`config.mk`:
```
export PLATFORM = sky130hd
export DESIGN_NAME = uart_tx_arbiter
export DESIGN_NICKNAME = d
export VERILOG_FILES = /design/src/rtl/uart_pkg.sv /design/src/rtl/uart_tx_arbiter_rr_pick.sv /design/src/rtl/uart_tx_arbiter.sv
export SDC_FILE = /design/constraint.sdc
export NUM_CORES = 1
export LEC_CHECK = 0
export BUFFER_PORTS_ARGS = -buffer_cell sky130_fd_sc_hd__buf_4
export CAP_MARGIN = 30
export CORE_ASPECT_RATIO = 1.2
export CORE_UTILIZATION = 45
export CTS_BUF_LIST = sky130_fd_sc_hd__clkbuf_2 sky130_fd_sc_hd__clkbuf_4 sky130_fd_sc_hd__clkbuf_8
export DETAILED_ROUTE_END_ITERATION = 10
export GPL_ROUTABILITY_DRIVEN = 0
export GPL_TIMING_DRIVEN = 1
export PLACE_DENSITY_LB_ADDON = 0.3
export SLEW_MARGIN = 5
export SYNTH_ARGS = -nofsm -noshare
export SYNTH_HDL_FRONTEND = slang
export SYNTH_HIERARCHICAL = 1
export SYNTH_SLANG_ARGS = --single-unit
```
`constraint.sdc`:
```
create_clock -name sys_clk -period 2.8 [get_ports sys_clk]
set_clock_uncertainty 0.1 [all_clocks]
set_input_delay 0.28 -clock sys_clk [delete_from_list [all_inputs] [get_ports sys_clk]]
set_output_delay 0.28 -clock sys_clk [all_outputs]
set_load 0.005 [all_outputs]
```
`src/rtl/uart_pkg.sv`:
```
// Shared FSM state type, default timeout and index helper for the UART transmit arbiter.
package uart_pkg;

  typedef enum logic [1:0] {
    ST_IDLE,
    ST_START,
    ST_SEND,
    ST_DONE
  } tx_arb_state_t;

  localparam int UART_TX_TIMEOUT_CYC = 65535;

  function automatic int wrap_inc(input int idx, input int n);
    return (idx + 1 >= n) ? 0 : idx + 1;
  endfunction

endpackage

```
`src/rtl/uart_tx_arbiter_rr_pick.sv`:
```
// Combinational round-robin selector: first requester at or after ptr, wrapping to 0.
module rr_pick #(
  parameter int NUM_REQ = 4,
  parameter int IDX_W   = $clog2(NUM_REQ)
) (
  input  logic [NUM_REQ-1:0] req,
  input  logic [IDX_W-1:0]   ptr,
  output logic [NUM_REQ-1:0] grant,
  output logic [IDX_W-1:0]   idx,
  output logic               any
);

  logic [IDX_W-1:0] cand;
  logic             found;

  // Scan starting at ptr; the first hit wins and later hits are masked.
  always_comb begin
    grant = '0;
    idx   = '0;
    found = 1'b0;
    cand  = '0;
    for (int k = 0; k < NUM_REQ; k++) begin
      cand = IDX_W'((int'(ptr) + k) % NUM_REQ);
      if (!found && req[cand]) begin
        found       = 1'b1;
        grant[cand] = 1'b1;
        idx         = cand;
      end
    end
  end

  assign any = |req;

endmodule

```
`src/rtl/uart_tx_arbiter.sv`:
```
// Round-robin sharing of one UART transmitter among NUM_REQ clients.
// Optional START-state watchdog enabled by defining UART_TX_ARB_TIMEOUT_EN.
module uart_tx_arbiter
  import uart_pkg::*;
#(
  parameter int NUM_REQ = 4,
  parameter int DATA_W  = 8
`ifdef UART_TX_ARB_TIMEOUT_EN
  ,
  parameter int TIMEOUT_CYC = UART_TX_TIMEOUT_CYC
`endif
) (
  input  logic                        sys_clk,
  input  logic                        rst,
  input  logic [NUM_REQ-1:0]          req_valid,
  input  logic [NUM_REQ*DATA_W-1:0]   req_data,
  input  logic [NUM_REQ-1:0]          req_odd,
  output logic [NUM_REQ-1:0]          req_ready,
  output logic [NUM_REQ-1:0]          req_done,
  output logic                        tx_enable,
  output logic [DATA_W-1:0]           tx_data,
  output logic                        tx_even_odd,
  input  logic                        tx_busy,
  output logic                        arb_busy,
  output logic [$clog2(NUM_REQ)-1:0]  cur_id
`ifdef UART_TX_ARB_TIMEOUT_EN
  ,
  output logic                        err_timeout
`endif
);

  localparam int IDX_W = $clog2(NUM_REQ);

  tx_arb_state_t state, state_nxt;

  logic               busy_m, busy_s;
  logic [IDX_W-1:0]   ptr;
  logic [NUM_REQ-1:0] pick_grant;
  logic [IDX_W-1:0]   pick_idx;
  logic               pick_any;
  logic [DATA_W-1:0]  win_data;
  logic               win_odd;
  logic               to_hit;

  rr_pick #(
    .NUM_REQ (NUM_REQ),
    .IDX_W   (IDX_W)
  ) u_rr_pick (
    .req   (req_valid),
    .ptr   (ptr),
    .grant (pick_grant),
    .idx   (pick_idx),
    .any   (pick_any)
  );

  // One-hot grant drives a simple AND-OR mux of the winner's byte and parity select.
  always_comb begin
    win_data = '0;
    for (int i = 0; i < NUM_REQ; i++) begin
      if (pick_grant[i]) win_data = req_data[i*DATA_W +: DATA_W];
    end
    win_odd = |(req_odd & pick_grant);
  end

`ifdef UART_TX_ARB_TIMEOUT_EN
  logic [31:0] to_cnt;

  assign to_hit = (state == ST_START) && !busy_s && (to_cnt == 32'(TIMEOUT_CYC - 1));

  // Counts START cycles; cleared while idle so every frame starts from zero.
  always_ff @(posedge sys_clk) begin
    if (rst) begin
      to_cnt      <= '0;
      err_timeout <= 1'b0;
    end else begin
      if (state == ST_IDLE)
        to_cnt <= '0;
      else if (state == ST_START && !to_hit)
        to_cnt <= to_cnt + 32'd1;
      if (to_hit)
        err_timeout <= 1'b1;
    end
  end
`else
  assign to_hit = 1'b0;
`endif

  always_ff @(posedge sys_clk) begin
    if (rst) state <= ST_IDLE;
    else     state <= state_nxt;
  end

  always_comb begin
    state_nxt = state;
    case (state)
      ST_IDLE:  if (pick_any) state_nxt = ST_START;
      ST_START: begin
        if (busy_s)      state_nxt = ST_SEND;
        else if (to_hit) state_nxt = ST_DONE;
      end
      ST_SEND:  if (!busy_s) state_nxt = ST_DONE;
      ST_DONE:  state_nxt = ST_IDLE;
      default:  state_nxt = ST_IDLE;
    endcase
  end

  always_comb begin
    tx_enable = (state == ST_START);
    arb_busy  = (state != ST_IDLE);
    req_done  = (state == ST_DONE) ? (NUM_REQ'(1) << cur_id) : '0;
  end

  // tx_busy comes from the baud domain, so it is double-registered before use.
  always_ff @(posedge sys_clk) begin
    if (rst) begin
      busy_m      <= 1'b0;
      busy_s      <= 1'b0;
      ptr         <= '0;
      cur_id      <= '0;
      tx_data     <= '0;
      tx_even_odd <= 1'b0;
      req_ready   <= '0;
    end else begin
      busy_m    <= tx_busy;
      busy_s    <= busy_m;
      req_ready <= '0;
      if (state == ST_IDLE && pick_any) begin
        req_ready   <= pick_grant;
        cur_id      <= pick_idx;
        tx_data     <= win_data;
        tx_even_odd <= win_odd;
      end
      if (state == ST_DONE)
        ptr <= IDX_W'(wrap_inc(int'(cur_id), NUM_REQ));
    end
  end

endmodule
```
---- After elaboration in Yosys (flattened, before gate mapping) ----
Index checks and enable logic that the tools add are counted.
word-level totals
  bits of input ports ..................... 43
  memory bits (read-only) ................. 0
  memories ................................ 0
  logic and storage cells ................. 87
  bits in writable memories ............... 0
  bits in latches ......................... 0
  bits in registers ....................... 21
cells by class
  equal/unequal tests ..................... 6
  bitwise gates (word level) .............. 5
  divide/modulo/power cells ............... 0
  reductions and logical operators ........ 17
  shift-type cells ........................ 1
  add/subtract/negate cells ............... 4
  $lt $le $gt $ge ......................... 9
  multipliers ............................. 0
  muxes and demuxes ....................... 37
operators with widths
  cell                 number
  $mux 8               4
  $mux 4               5
  $mux 2               8
  $lt 2x3->1 const B   4
  $or 4x4->4           3
  $mux 1               11
  $bmux 1 s2           4
  $demux 1 s2          4
  $ge 2x1->1 const B   4
  $logic_and 1x1->1    8
  $pmux 2 s4           1
  $reduce_or 4->1      2
  $add 2x2->2 const B  2
  $and 4x4->4          1
  $eq 2x2->1 const B   2
  $ne 2x2->1 const B   2
  $shl 1x2->4 const A  1
  $add 2x1->3 const B  1
  $ge 3x3->1 const B   1
  $logic_not 1->1      3
  $reduce_and 3->1     1
  $add 2x1->2 const B  1
  $eq 2x1->1 const B   1
  $logic_not 2->1      1
  other kinds (4)      4

---- Longest topological paths before layout ----
  depth after elaboration ................. 16
  mapped depth ............................ 12
  gate-level depth less buffers ........... 10

---- Modules after synthesis ----
Netlist, hierarchy kept.
by module, submodules not included
  module           area each (µm²)  sequential area each (µm²)  cells each  instances
  uart_tx_arbiter  1106.1           420.4                       116         1
  rr_pick          426.7            0.0                         47          1

---- Least setup slack after synthesis ----
No wires, ideal clock.
  path type ............................... register to register
  start ................................... register ptr[0]
  end ..................................... register tx_data[5]
  library setup time ...................... 0.139 ns
  buffers on the path ..................... 1
  required time ........................... 2.561 ns
  clock period less this slack ............ 2.907 ns
  path slack .............................. -0.107 ns
  cell stages (with the launch flop) ...... 11
  arrival ................................. 2.668 ns
  path through ............................ dfxtp_1 -> buf_2 -> inv_1 -> ha_1 -> mux4_2 -> nor2b_4 -> a22oi_1 -> o21ai_1 -> nor2b_4 -> a222oi_1 -> a211oi_1
on the way
  elaborated cells between the ends (all ways) .. 51
RTL lines
  element                                              line                           text
  start: declaration                                   uart_tx_arbiter.sv:37          logic [IDX_W-1:0] ptr;
  start signal: assignment                             uart_tx_arbiter.sv:134         ptr <= IDX_W'(wrap_inc(int'(cur_id), NUM_REQ));
  branches (longest 11 deep; another with $lt 2x3->1)  -
  $mux 4 *                                             uart_tx_arbiter_rr_pick.sv:24  if (!found && req[cand]) begin
  via pick_grant[2]                                    uart_tx_arbiter.sv:38          logic [NUM_REQ-1:0] pick_grant;
  $mux 8 * (2 in series)                               uart_tx_arbiter.sv:60          if (pick_grant[i]) win_data = req_data[i*DATA_W +: DATA_W];
  end signal: assignment                               uart_tx_arbiter.sv:130         tx_data <= win_data;
  end: declaration                                     uart_tx_arbiter.sv:21          output logic [DATA_W-1:0] tx_data,
Mark *: on every way through the listed nets, which the timed path passes. The select of a mux whose other input is x is not followed.
A chain may end at the register's enable or synchronous reset.

---- Worst setup path after layout ----
  start ................................... register ptr[1]
  end ..................................... register tx_data[5]
Same word-level chain as after synthesis.

==> summary.md <==
| Metric | Value |
|---|---|
| CTS sink cnt | 21 |
| Crit share post-route | 98.4% |
| WL/cell | 17.6 um |
| CORE AREA | 3140 um2 |
| Simple-gate area share of the yosys netlist | 21.0% |
| Main combinational cell family by area after synthesis | compound AO/OA/AOI/OAI gates |
| Number of I/O port buffers | 63 |
| # H-tree levels | 1 |
| DRT Pass-1 Iters | 6 |
| Worst hold path depth | 2 |
| Register cell area after layout | 425 um2 |
| Adder-cell share of the synthesized area | 10.6% |
| Final min period | 2.75 ns |
| Max Fclk | 0.363 GHz |
| Cell taking the most area after synthesis | dfxtp_1 |
| Buf/Inv on CP | 1 |
| Clock transition at path regs | 0.12 ns |
| Most Frequent Cell on Critical Path | nor2b_4 |
| Crit. End Element | register |
| Final setup fails | 0 |
| Power density of the placed cells | 702 nW/um2 |
| Area growth syn-to-layout | 43.8% |
| Hpwl dp | 3400 um |
| Most frequent cells in the layout | buf_4, dfxtp_1, ha_1, and2_1, a22oi_1 |
| Crit-path cells | inv_1, ha_4, mux4_2, nor2b_4, a22oi_1, o21ai_2, nor2b_4, a222oi_1, a211oi_1 |
| DRT antenna net count | 0 |
| Synth Area in XOR/XNOR | 0% |
| Nets | 296 |
| Final core occ | 70.3% |
| Seq/Total Area, Yosys | 27.4% |
| Final hold slack | 0.0771 ns |
| Worst slew pin tran | 0.550 ns |
| Commonest non-fill, non-tap cell in the layout | buf_4 |
| Layout fillers | 241 |
| Number of antenna violations at the first check in global routing | 0 |
| Total number of vias | 1691 |
| Initial DRC Count | 110 |
| Root Buffer Master | clkbuf_4 |
| Synth Instances | 163 |
| Routed wire length | 4850 um |
| Slew margin rel. | 63.2% |
| Synth Area in Compound Gates | 25.4% |
| CTS Buf Count | 3 |
| I/O pin total | 64 |
| Crit path largest cell delay | 0.42 ns |
| Status | finished, final reports clean |
| Critical Path AT | 2.83 ns |
| Area contributors post-synth | dfxtp_1, ha_1, a22oi_1 |
| Via density | 6.15 |
| CP delay by family, top | compound AO/OA/AOI/OAI gates |
| Die W | 55.3 um |
| DIE AREA | 3640 um2 |
| Starting Density | 48.8% |
| Final count of pins violating max slew | 0 |
| Global route total overflow | 0 |
| Critical Path Slowest Stage Cell | mux4_2 |
| Number of synthesized flops with an enable pin | 0 |
| Worst-skew pair later-pin latency | 0.31 ns |
| Vias in the first global route | 1607 |
| Total GRT Usage | 24.6% |
| Area occupied by multi-input gates | 1060 um2 |
| CP Max Fanout | 7 |
| Synth Register Bits | 21 |
| Share of layout cells above drive strength 1 | 42.7% |
| Net Count, Synth | 219 |
| Pleak | 0.958 nW |
| Ys Warns | 6 |
| Synth Flop Type | dfxtp_1 |
| FF-to-FF Start | ptr[1] |
| Reg2Reg Depth | 9 |
| Worst hold path startpoint | tx_busy |
| Worst endpoint required time | 2.88 ns |
| Num rows | 22 |
| Number of max-cap violations | 0 |
| R2R Setup Slk | 0.05 ns |
| Largest net degree at the start of global routing | 21 |
| Hold Path End | busy_m |
| Ys async rst share | 0% |
| Chip height | 65.9 um |
| Syn_area_per_cell | 9.40 um2 |
| Setup TNS Final | 0 ns |
| Worst min path class | in -> reg |
| R2r endpoint | tx_data[5] |
| DRC viols | 0 |
| Peak supply drop | 0.456 mV |
| Global-route wire length before repair | 7210 um |
| Clock tree buffer depth | 2 |
| Post-Syn Area | 1530 um2 |
| Fin. Hold Viols | 0 |
| Crit Path Class | reg -> reg |
| Synth top area share | 27.4% |
| Setup crit start kind | register |
| CTS tree | yes |
| Number of inserted diodes | 0 |
| Multiplexer share of the synthesized area | 9.39% |
| Unique cell type count in the Yosys netlist | 43 |
==> what timing repair did <==
| action | CTS | global route |
|---|---|---|
| buffers inserted | 4 | 4 |
| setup endpoints to repair | 3 | 8 |
| hold buffers | 0 | 0 |
| resized for setup | 0 | 7 |
| gates cloned | 0 | 1 |
| pin swaps | 1 | 3 |
| hold endpoints to repair | 0 | 0 |
==> cells by family (layout without fill, tap and decap cells) <==
group | after synthesis | count (layout)
AO/OA/AOI/OAI | 54 | 54
adder cells (fa/ha/maj) | 13 | 13
buffers and inverters | 19 | 94
flip-flops | 21 | 21
multiplexers | 9 | 10
AND/OR/NAND/NOR | 47 | 47
==> where the power goes <==
group          internal, mW  switching [mW]
clock network        0.0535          0.0999
registers             0.398          0.0603
logic                 0.463           0.472
==> worst reg2reg max path: cells and delay by family, from the launching register on <==
family,cells,cell delay (ns)
buffers and inverters,1,0.08
AND/OR/NAND/NOR,2,0.34
flip-flops,1,0.39
AO/OA/AOI/OAI,4,0.99
multiplexers,1,0.42
adder cells (fa/ha/maj),1,0.31
==> through the flow <==
step                      cells  power [mW]  setup slack, ns  area, um2
after floorplan             163       0.972           0.0156       1540
after global placement      262        1.27            0.220       2070
after detailed placement    262        1.31         -0.00856       2070
after CTS                   270        1.48           0.0235       2130
after global routing        275        1.65          -0.0741       2200
final                       275        1.55           0.0461       2200
==> layout make-up <==
cell class | count | area share, %
clock inverter | 1 | 0.227
sequential | 21 | 19.3
tap | 36 | 2.04
inverter | 10 | 1.70
multi-input combinational | 124 | 48.3
timing repair buffer | 80 | 27.4
clock buffer | 3 | 1.02
==> routing by layer <==
layer,vias up,GRT usage [%],part of all wire [%]
met5,-,0,0
met4,0,8.13,1.6
met3,10,3.33,6.7
met2,87,45.9,53
met1,811,28.7,39
li1,783,-,-
==> worst max-delay path by stage <==
| stage | startpoint | end | slack, ns | cells past startpoint |
|---|---|---|---|---|
| floorplan | ptr[0] | tx_data[0] | 0.02 | 10 |
| global placement | ptr[0] | tx_data[5] | 0.22 | 8 |
| detailed placement | ptr[1] | tx_data[3] | -0.009 | 9 |
| CTS | ptr[1] | tx_data[3] | 0.02 | 9 |
| global route | ptr[0] | tx_data[5] | -0.07 | 11 |
| finish | ptr[1] | tx_data[5] | 0.05 | 9 |
==> flip-flops by register name, summed over array words and instances (netlist names) <==
name,count
cur_id,2
tx_even_odd,1
busy_s,1
req_ready,4
ptr,2
tx_data,8
state,2
busy_m,1
==> Yosys cell counts (all sizes together), types with 2 or more instances <==
library cell  instances
a211oi                8
a21oi                 4
a222oi                7
a22oi                10
and2                  9
buf                   7
clkbuf                2
dfxtp                21
ha                   13
inv                  10
mux2i                 5
mux4                  4
nand2                 7
nand2b                3
nand4b                7
nor2                  8
nor2b                 5
nor3                  3
o21ai                15
(Power assumes the default switching activity.)
